`src/rtl/screen_seq_ctrl.sv`:
```
// Screen sequencer for the puzzle game display path.
// Runs start/level-select -> fade-in -> play -> win -> next level (or fade-out
// back to start). Visible outputs only change on the vsync falling edge.
//
// Ports:
//   pixelclk   pixel clock
//   reset_n    asynchronous active-low reset
//   i_vsync    high during visible frame, low during vertical blanking
//   btn_up     level-select up (debounced level)
//   btn_down   level-select down (debounced level)
//   btn_ok     confirm / skip win screen (debounced level)
//   btn_back   abort play (debounced level)
//   win_i      one-cycle pulse from game logic: level cleared
//   level      level index for the renderers (frame-synchronised)
//   scr_sel    screen code: 0 START, 1 GAME, 2 WIN, 3 BLANK (frame-synchronised)
//   game_rst   one-cycle pulse reloading the game map on entry to play
//   busy       high while fading in or out (combinational from state)
module screen_seq_ctrl #(
    parameter int unsigned LEVELS      = 3,
    parameter int unsigned HOLD_FRAMES = 30,
    parameter int unsigned WIN_FRAMES  = 120
) (
    input  logic       pixelclk,
    input  logic       reset_n,
    input  logic       i_vsync,
    input  logic       btn_up,
    input  logic       btn_down,
    input  logic       btn_ok,
    input  logic       btn_back,
    input  logic       win_i,
    output logic [1:0] level,
    output logic [1:0] scr_sel,
    output logic       game_rst,
    output logic       busy
);

    localparam int unsigned MAX_FRAMES = (HOLD_FRAMES > WIN_FRAMES) ? HOLD_FRAMES : WIN_FRAMES;
    localparam int unsigned CNT_W      = (MAX_FRAMES > 1) ? $clog2(MAX_FRAMES) : 1;

    localparam logic [1:0]       LAST_LEVEL = 2'(LEVELS - 1);
    localparam logic [CNT_W-1:0] HOLD_LAST  = CNT_W'(HOLD_FRAMES - 1);
    localparam logic [CNT_W-1:0] WIN_LAST   = CNT_W'(WIN_FRAMES - 1);

    localparam logic [1:0] SCR_START = 2'd0;
    localparam logic [1:0] SCR_GAME  = 2'd1;
    localparam logic [1:0] SCR_WIN   = 2'd2;
    localparam logic [1:0] SCR_BLANK = 2'd3;

    typedef enum logic [2:0] {
        ST_START,
        ST_FADE_IN,
        ST_PLAY,
        ST_WIN,
        ST_FADE_OUT
    } state_t;

    state_t           state, state_next;
    logic [1:0]       sel_level, sel_next;
    logic [CNT_W-1:0] cnt, cnt_next;
    logic             game_rst_next;
    logic [1:0]       scr_code;

    logic vsync_d, up_d, down_d, ok_d, back_d;
    logic frame_start, up_ev, down_ev, ok_ev, back_ev;

    // Edge detection against one-cycle delayed copies
    assign frame_start = vsync_d & ~i_vsync;
    assign up_ev       = btn_up   & ~up_d;
    assign down_ev     = btn_down & ~down_d;
    assign ok_ev       = btn_ok   & ~ok_d;
    assign back_ev     = btn_back & ~back_d;

    assign busy = (state == ST_FADE_IN) || (state == ST_FADE_OUT);

    // State, level and counter registers; outputs load only at frame start
    always_ff @(posedge pixelclk or negedge reset_n) begin
        if (!reset_n) begin
            state     <= ST_START;
            sel_level <= 2'd0;
            cnt       <= '0;
            game_rst  <= 1'b0;
            level     <= 2'd0;
            scr_sel   <= SCR_START;
            vsync_d   <= 1'b0;
            up_d      <= 1'b0;
            down_d    <= 1'b0;
            ok_d      <= 1'b0;
            back_d    <= 1'b0;
        end else begin
            state     <= state_next;
            sel_level <= sel_next;
            cnt       <= cnt_next;
            game_rst  <= game_rst_next;
            vsync_d   <= i_vsync;
            up_d      <= btn_up;
            down_d    <= btn_down;
            ok_d      <= btn_ok;
            back_d    <= btn_back;
            if (frame_start) begin
                scr_sel <= scr_code;
                level   <= sel_level;
            end
        end
    end

    // Next-state, level-select and frame counting
    always_comb begin
        state_next    = state;
        sel_next      = sel_level;
        cnt_next      = cnt;
        game_rst_next = 1'b0;
        scr_code      = SCR_START;

        unique case (state)
            ST_START: begin
                scr_code = SCR_START;
                if (ok_ev) begin
                    state_next = ST_FADE_IN;
                    cnt_next   = '0;
                end else if (up_ev && !down_ev) begin
                    sel_next = (sel_level == LAST_LEVEL) ? 2'd0 : sel_level + 2'd1;
                end else if (down_ev && !up_ev) begin
                    sel_next = (sel_level == 2'd0) ? LAST_LEVEL : sel_level - 2'd1;
                end
            end
            ST_FADE_IN: begin
                scr_code = SCR_BLANK;
                if (frame_start) begin
                    if (cnt == HOLD_LAST) begin
                        state_next    = ST_PLAY;
                        cnt_next      = '0;
                        game_rst_next = 1'b1;
                    end else begin
                        cnt_next = cnt + CNT_W'(1);
                    end
                end
            end
            ST_PLAY: begin
                scr_code = SCR_GAME;
                // A clear reported together with back still counts as a win
                if (win_i) begin
                    state_next = ST_WIN;
                    cnt_next   = '0;
                end else if (back_ev) begin
                    state_next = ST_FADE_OUT;
                    cnt_next   = '0;
                end
            end
            ST_WIN: begin
                scr_code = SCR_WIN;
                if (ok_ev || (frame_start && cnt == WIN_LAST)) begin
                    cnt_next = '0;
                    if (sel_level < LAST_LEVEL) begin
                        sel_next   = sel_level + 2'd1;
                        state_next = ST_FADE_IN;
                    end else begin
                        sel_next   = 2'd0;
                        state_next = ST_FADE_OUT;
                    end
                end else if (frame_start) begin
                    cnt_next = cnt + CNT_W'(1);
                end
            end
            ST_FADE_OUT: begin
                scr_code = SCR_BLANK;
                if (frame_start) begin
                    if (cnt == HOLD_LAST) begin
                        state_next = ST_START;
                        cnt_next   = '0;
                    end else begin
                        cnt_next = cnt + CNT_W'(1);
                    end
                end
            end
            default: begin
                state_next = ST_START;
                cnt_next   = '0;
            end
        endcase
    end

endmodule

```
`config.mk`:
```
export PLATFORM = sky130hd
export DESIGN_NAME = screen_seq_ctrl
export DESIGN_NICKNAME = d
export VERILOG_FILES = /design/src/rtl/screen_seq_ctrl.sv
export SDC_FILE = /design/constraint.sdc
export NUM_CORES = 1
export LEC_CHECK = 0
export ABC_AREA = 0
export CAP_MARGIN = 20
export CORE_MARGIN = 3
export CORE_UTILIZATION = 30
export CTS_CLUSTER_SIZE = 14
export DETAILED_ROUTE_END_ITERATION = 6
export GPL_TIMING_DRIVEN = 0
export PLACE_DENSITY = 0.54
export SLEW_MARGIN = 0
export SYNTH_ARGS = -nofsm -noshare
export SYNTH_HDL_FRONTEND = slang
export SYNTH_SLANG_ARGS = --single-unit
```
`constraint.sdc`:
```
create_clock -name pixelclk -period 1.96 [get_ports pixelclk]
set_input_delay 0.294 -clock pixelclk [delete_from_list [all_inputs] [get_ports pixelclk]]
set_output_delay 0.294 -clock pixelclk [all_outputs]
set_load 0.02 [all_outputs]
```
==> results.txt, run 1 <==
Summing all multi-input logic gate instances after layout gives 682 um^2. Prevailing post-synth register cell: dfrtp_1. The number of endpoints failing setup at the final stage is 0.

The flow ran to the end, and the final reports show no timing, DRC or antenna violations. The run gives 1 as the deepest level of the CTS H-tree. The run gives 0 as the final number of hold-violating endpoints. The worst pin sits at a relative slew slack of 63.0%.

Setup repair after global routing could not meet its margin everywhere. The tools report the initial antenna violation count as 0. The slowest stage of the critical path is the or4_4 cell. In the final layout, flip-flops and latches occupy 551 um^2. The run gives 1890 um as the half-perimeter wire length of the detailed placement result. Launching element of the worst setup path: cnt[1]. In this run the remaining antenna-violating nets after routing total 0.

No sink is reached through more buffers than the 2 on the longest clock path. The combined area of all synthesized cells is 0.00122 mm^2, and the total I/O pin count is 14. The synthesized instance count is 125, and the number of global-route vias before repair is 972. Summing over every cut layer, the via total after detailed routing is 970. STA puts the critical path data required time at 2.10 ns. For the number of sinks driven by the clock tree, the log shows 22.

The combinational share of power is 54.4%. The length of the first detailed-routing pass in iterations was 4. For the largest net degree at the start of global routing, the log shows 23. The growth of design area from synthesis to finish came out at 24.9%. The logs give 0 for the hold buffer count at cts and 186 for the placed cell count. The share of power burned in the clock network is 13.8%, and the sum of overflow across all layers after global routing is 0. The run gives 0.386 ns as the post-route worst hold slack. The tools report the total global-route track usage as 11.2%.

Synthesis inferred 22 register bits. Count of standard-cell rows: 22. During placement, the flow inserted port buffers numbering 13. The final wirelength is 2550 um. The die area came out at 0.00488 mm^2. The tools report the internal power summed over all cells as 1180 uW. For the worst-skew pair, the clock arrives at the later sink with an insertion delay of 0.26 ns.

Fraction of final layout cells with drive strength greater than 1: 15.3%. Counting flops with an async set or reset pin after synthesis yields a share of 100%. The run gives 0.00153 mm^2 as the final instance area.

From left edge to right edge, the die measures 69.8 um. The logs give 0.000649 uW for the leakage power summed over all cells and 0.00380 mm^2 for the area inside the core boundary. Summing the sequential cell areas from Yosys gives 45.0% of the chip area. The number of CTS-inserted buffers is 3, and the total placed instance area is 0.00141 mm^2. Across the run, the number of max-cap violations was 0.

The endpoint identified for the worst register-to-register timing path is cnt[3]. TritonCTS built the clock tree. In this run the register-to-register setup slack is 0.01 ns.

The class of the most critical setup path was register to register. Per report_power, the sequential group accounts for 31.9% of the total. The die is 69.8 um tall. The tools report the startpoint of the lowest-slack register-to-register path as cnt[1].

The time the worst path needs with I/O delays and setup is 1.95 ns, and the number of distinct library cells after synthesis is 44. The number of enable-type register cells in the synthesized netlist was 0. Clock-pin slew was measured on the worst setup and hold paths at 0.08 ns. The number of synthesis warnings came out at 0. The critical path goes through inv_1 -> ha_1 -> nand2_1 -> or4_4 -> a21o_4 -> a211o_1 -> a32o_1. For the arrival time of the worst setup path, the log shows 2.09 ns.

In the routed design, unresolved DRC markers number 0. The final clock skew was 0.00903 ns. VDD sags by at most 0.000742 V. The tree is rooted in a clkbuf_8. After the last flow step, the layout net total stands at 160. The number of pins with negative max-slew slack in the final report was 0; the peak fanout along the critical path was 6. The worst setup path is launched from a register. The starting DRC count in detailed routing is 45. In this run the mean area of a mapped cell was 9.78 um^2. The logs give 4480 um for the wire length of the first global-routing pass and 373 for the filler cell count. When the netlist entered floorplanning its net count stood at 139. 0 antenna diodes ended up in the layout. The congestion estimate from routability-driven global placement came to 0.793.

The maximum operating frequency was 0.513 GHz; the non-filler instance count after layout was 192. The transition time at the pin with the least slew margin was 0.554 ns; the switching fraction of total power was 40.8%. Path depth of the worst reg2reg path: 7. Summed over all nets, the switching power comes to 813 uW. Using the TritonRoute via totals, the vias-per-cell ratio works out to 5.05. The initial utilization of the core area, before any placement, comes to 32.2%. The final cycle utilization of the critical path is 99.4%, and the critical path's largest stage delay is 0.46 ns.

Power spread over the standard cell area amounts to 1300 mW/mm^2. The tools report the endpoint class of the critical path as a register. The worst hold path belongs to the class input port to async pin.

After detailed routing, the average wire length per cell comes to 13.3 um.
[registers in the layout (all words and copies together) (netlist names)]
register / flops
ok_d: 1
scr_sel: 2
state: 3
sel_level: 2
level: 2
game_rst: 1
back_d: 1
vsync_d: 1
up_d: 1
cnt: 7
down_d: 1
[area by class of cell]
type	count	share of cell area [%]
buffer	5	1.48
clock buffer	3	2.70
inverter	3	0.738
multi-input combinational	95	44.7
sequential	22	36.1
tap	48	3.93
timing repair buffer	16	10.4
[kinds of logic (layout without fill, tap and decap cells)]
group | Yosys count | in the layout | synth area share (%)
and+or+nand+nor | 49 | 49 | 21.1
AOI/OAI and AO/OA | 34 | 34 | 20.0
DFF | 22 | 22 | 45.0
buffers and inverters | 8 | 27 | 2.56
adders and majority gates | 6 | 6 | 6.14
muxes | 4 | 4 | 3.79
xor gates and xnor gates | 2 | 2 | 1.43
[power by group through the flow]
stage / logic [uW] / registers (uW) / clock network [uW]
2_1_floorplan: 670 / 672 / 0
3_3_place_gp: 961 / 640 / 0
3_5_place_dp: 988 / 646 / 0
4_1_cts: 1060 / 635 / 288
5_1_grt: 1210 / 655 / 311
6_report: 1080 / 634 / 274
[worst max-delay path by stage]
stage | end | slack [ns] | cells past startpoint
3_3_place_gp | cnt[2] | -0.33 | 6
3_5_place_dp | cnt[3] | -0.36 | 6
2_1_floorplan | cnt[3] | 0.13 | 7
4_1_cts | cnt[3] | 0.001 | 7
5_1_grt | cnt[3] | -0.07 | 7
6_report | cnt[3] | 0.01 | 7
[routing by layer]
metal | part of all wire (%) | track usage, % | up-vias
li1 | - | - | 492
met1 | 48 | 14.2 | 453
met2 | 47 | 18.3 | 21
met3 | 4.1 | 3.77 | 4
met4 | 0.90 | 2.77 | 0
met5 | 0 | 0 | -
[Yosys cell counts (2+ instances only)]
library cell | count | share of area (%)
a32o_1 | 3 | 2.5
nand3_1 | 5 | 2.0
clkbuf_1 | 3 | 0.92
nor2b_1 | 3 | 1.5
mux2i_1 | 2 | 1.6
nor2_1 | 10 | 3.1
o31ai_1 | 3 | 1.8
dfrtp_1 | 22 | 45
inv_1 | 3 | 0.92
o211ai_1 | 2 | 1.2
a21oi_1 | 3 | 1.2
nand2b_1 | 6 | 3.1
nor3_1 | 5 | 2.0
xnor2_1 | 2 | 1.4
ha_1 | 6 | 6.1
nand2_1 | 10 | 3.1
a21o_1 | 3 | 1.8
o21ai_0 | 8 | 3.3
[timing repair]
action | 4_1_cts | 5_1_grt
gates resized for setup | 6 | 6
pin swaps | 0 | 1
buffers inserted | 2 | 0
endpoints found under the setup margin | 5 | 10
[worst max-delay path, delay by kind of cell, from the launching register on]
| kind | cells | cell delay, ns |
|---|---|---|
| DFF | 1 | 0.41 |
| buffers and inverters | 1 | 0.07 |
| adders and majority gates | 1 | 0.13 |
| AOI/OAI and AO/OA | 3 | 0.71 |
| and+or+nand+nor | 2 | 0.51 |
[cell usage in the layout (no fill, tap or decap), types with 2 or more instances in the layout]
| master | instances |
|---|---|
| nor2b_1 | 3 |
| nand2b_1 | 6 |
| nor2_1 | 9 |
| buf_4 | 2 |
| a21oi_1 | 3 |
| ha_1 | 5 |
| clkdlybuf4s50_1 | 12 |
| o211ai_1 | 2 |
| nand2_1 | 10 |
| clkbuf_8 | 3 |
| mux2i_1 | 2 |
| a32o_1 | 3 |
| xnor2_1 | 2 |
| nor3_1 | 4 |
| dfrtp_1 | 22 |
| a21o_1 | 2 |
| o21ai_0 | 8 |
| o31ai_1 | 2 |
| inv_1 | 3 |
| nand3_1 | 5 |
| clkbuf_2 | 2 |
[through the flow]
stage	TNS, ns	setup slack (ns)	total power (uW)	utilization (%)
global route	-0.0952	-0.0713	2170	40.2
detailed placement	-2.66	-0.362	1630	37.2
finish	0	0.0114	1990	40.2
CTS	0	0.00107	1980	39.5
floorplan	0	0.131	1340	-
global placement	-2.10	-0.325	1600	37.2
Note: power is estimated with default switching activity, not from simulation.
==> run 2: changes to the inputs <==
--- a/config.mk
+++ b/config.mk
@@ -9,7 +9,6 @@
 export CAP_MARGIN = 20
 export CORE_MARGIN = 3
 export CORE_UTILIZATION = 30
-export CTS_CLUSTER_SIZE = 14
 export DETAILED_ROUTE_END_ITERATION = 6
 export GPL_TIMING_DRIVEN = 0
 export PLACE_DENSITY = 0.54
==> results of run 2 <==
No change in the layout: final DEF, timing and power equal those of run 1.
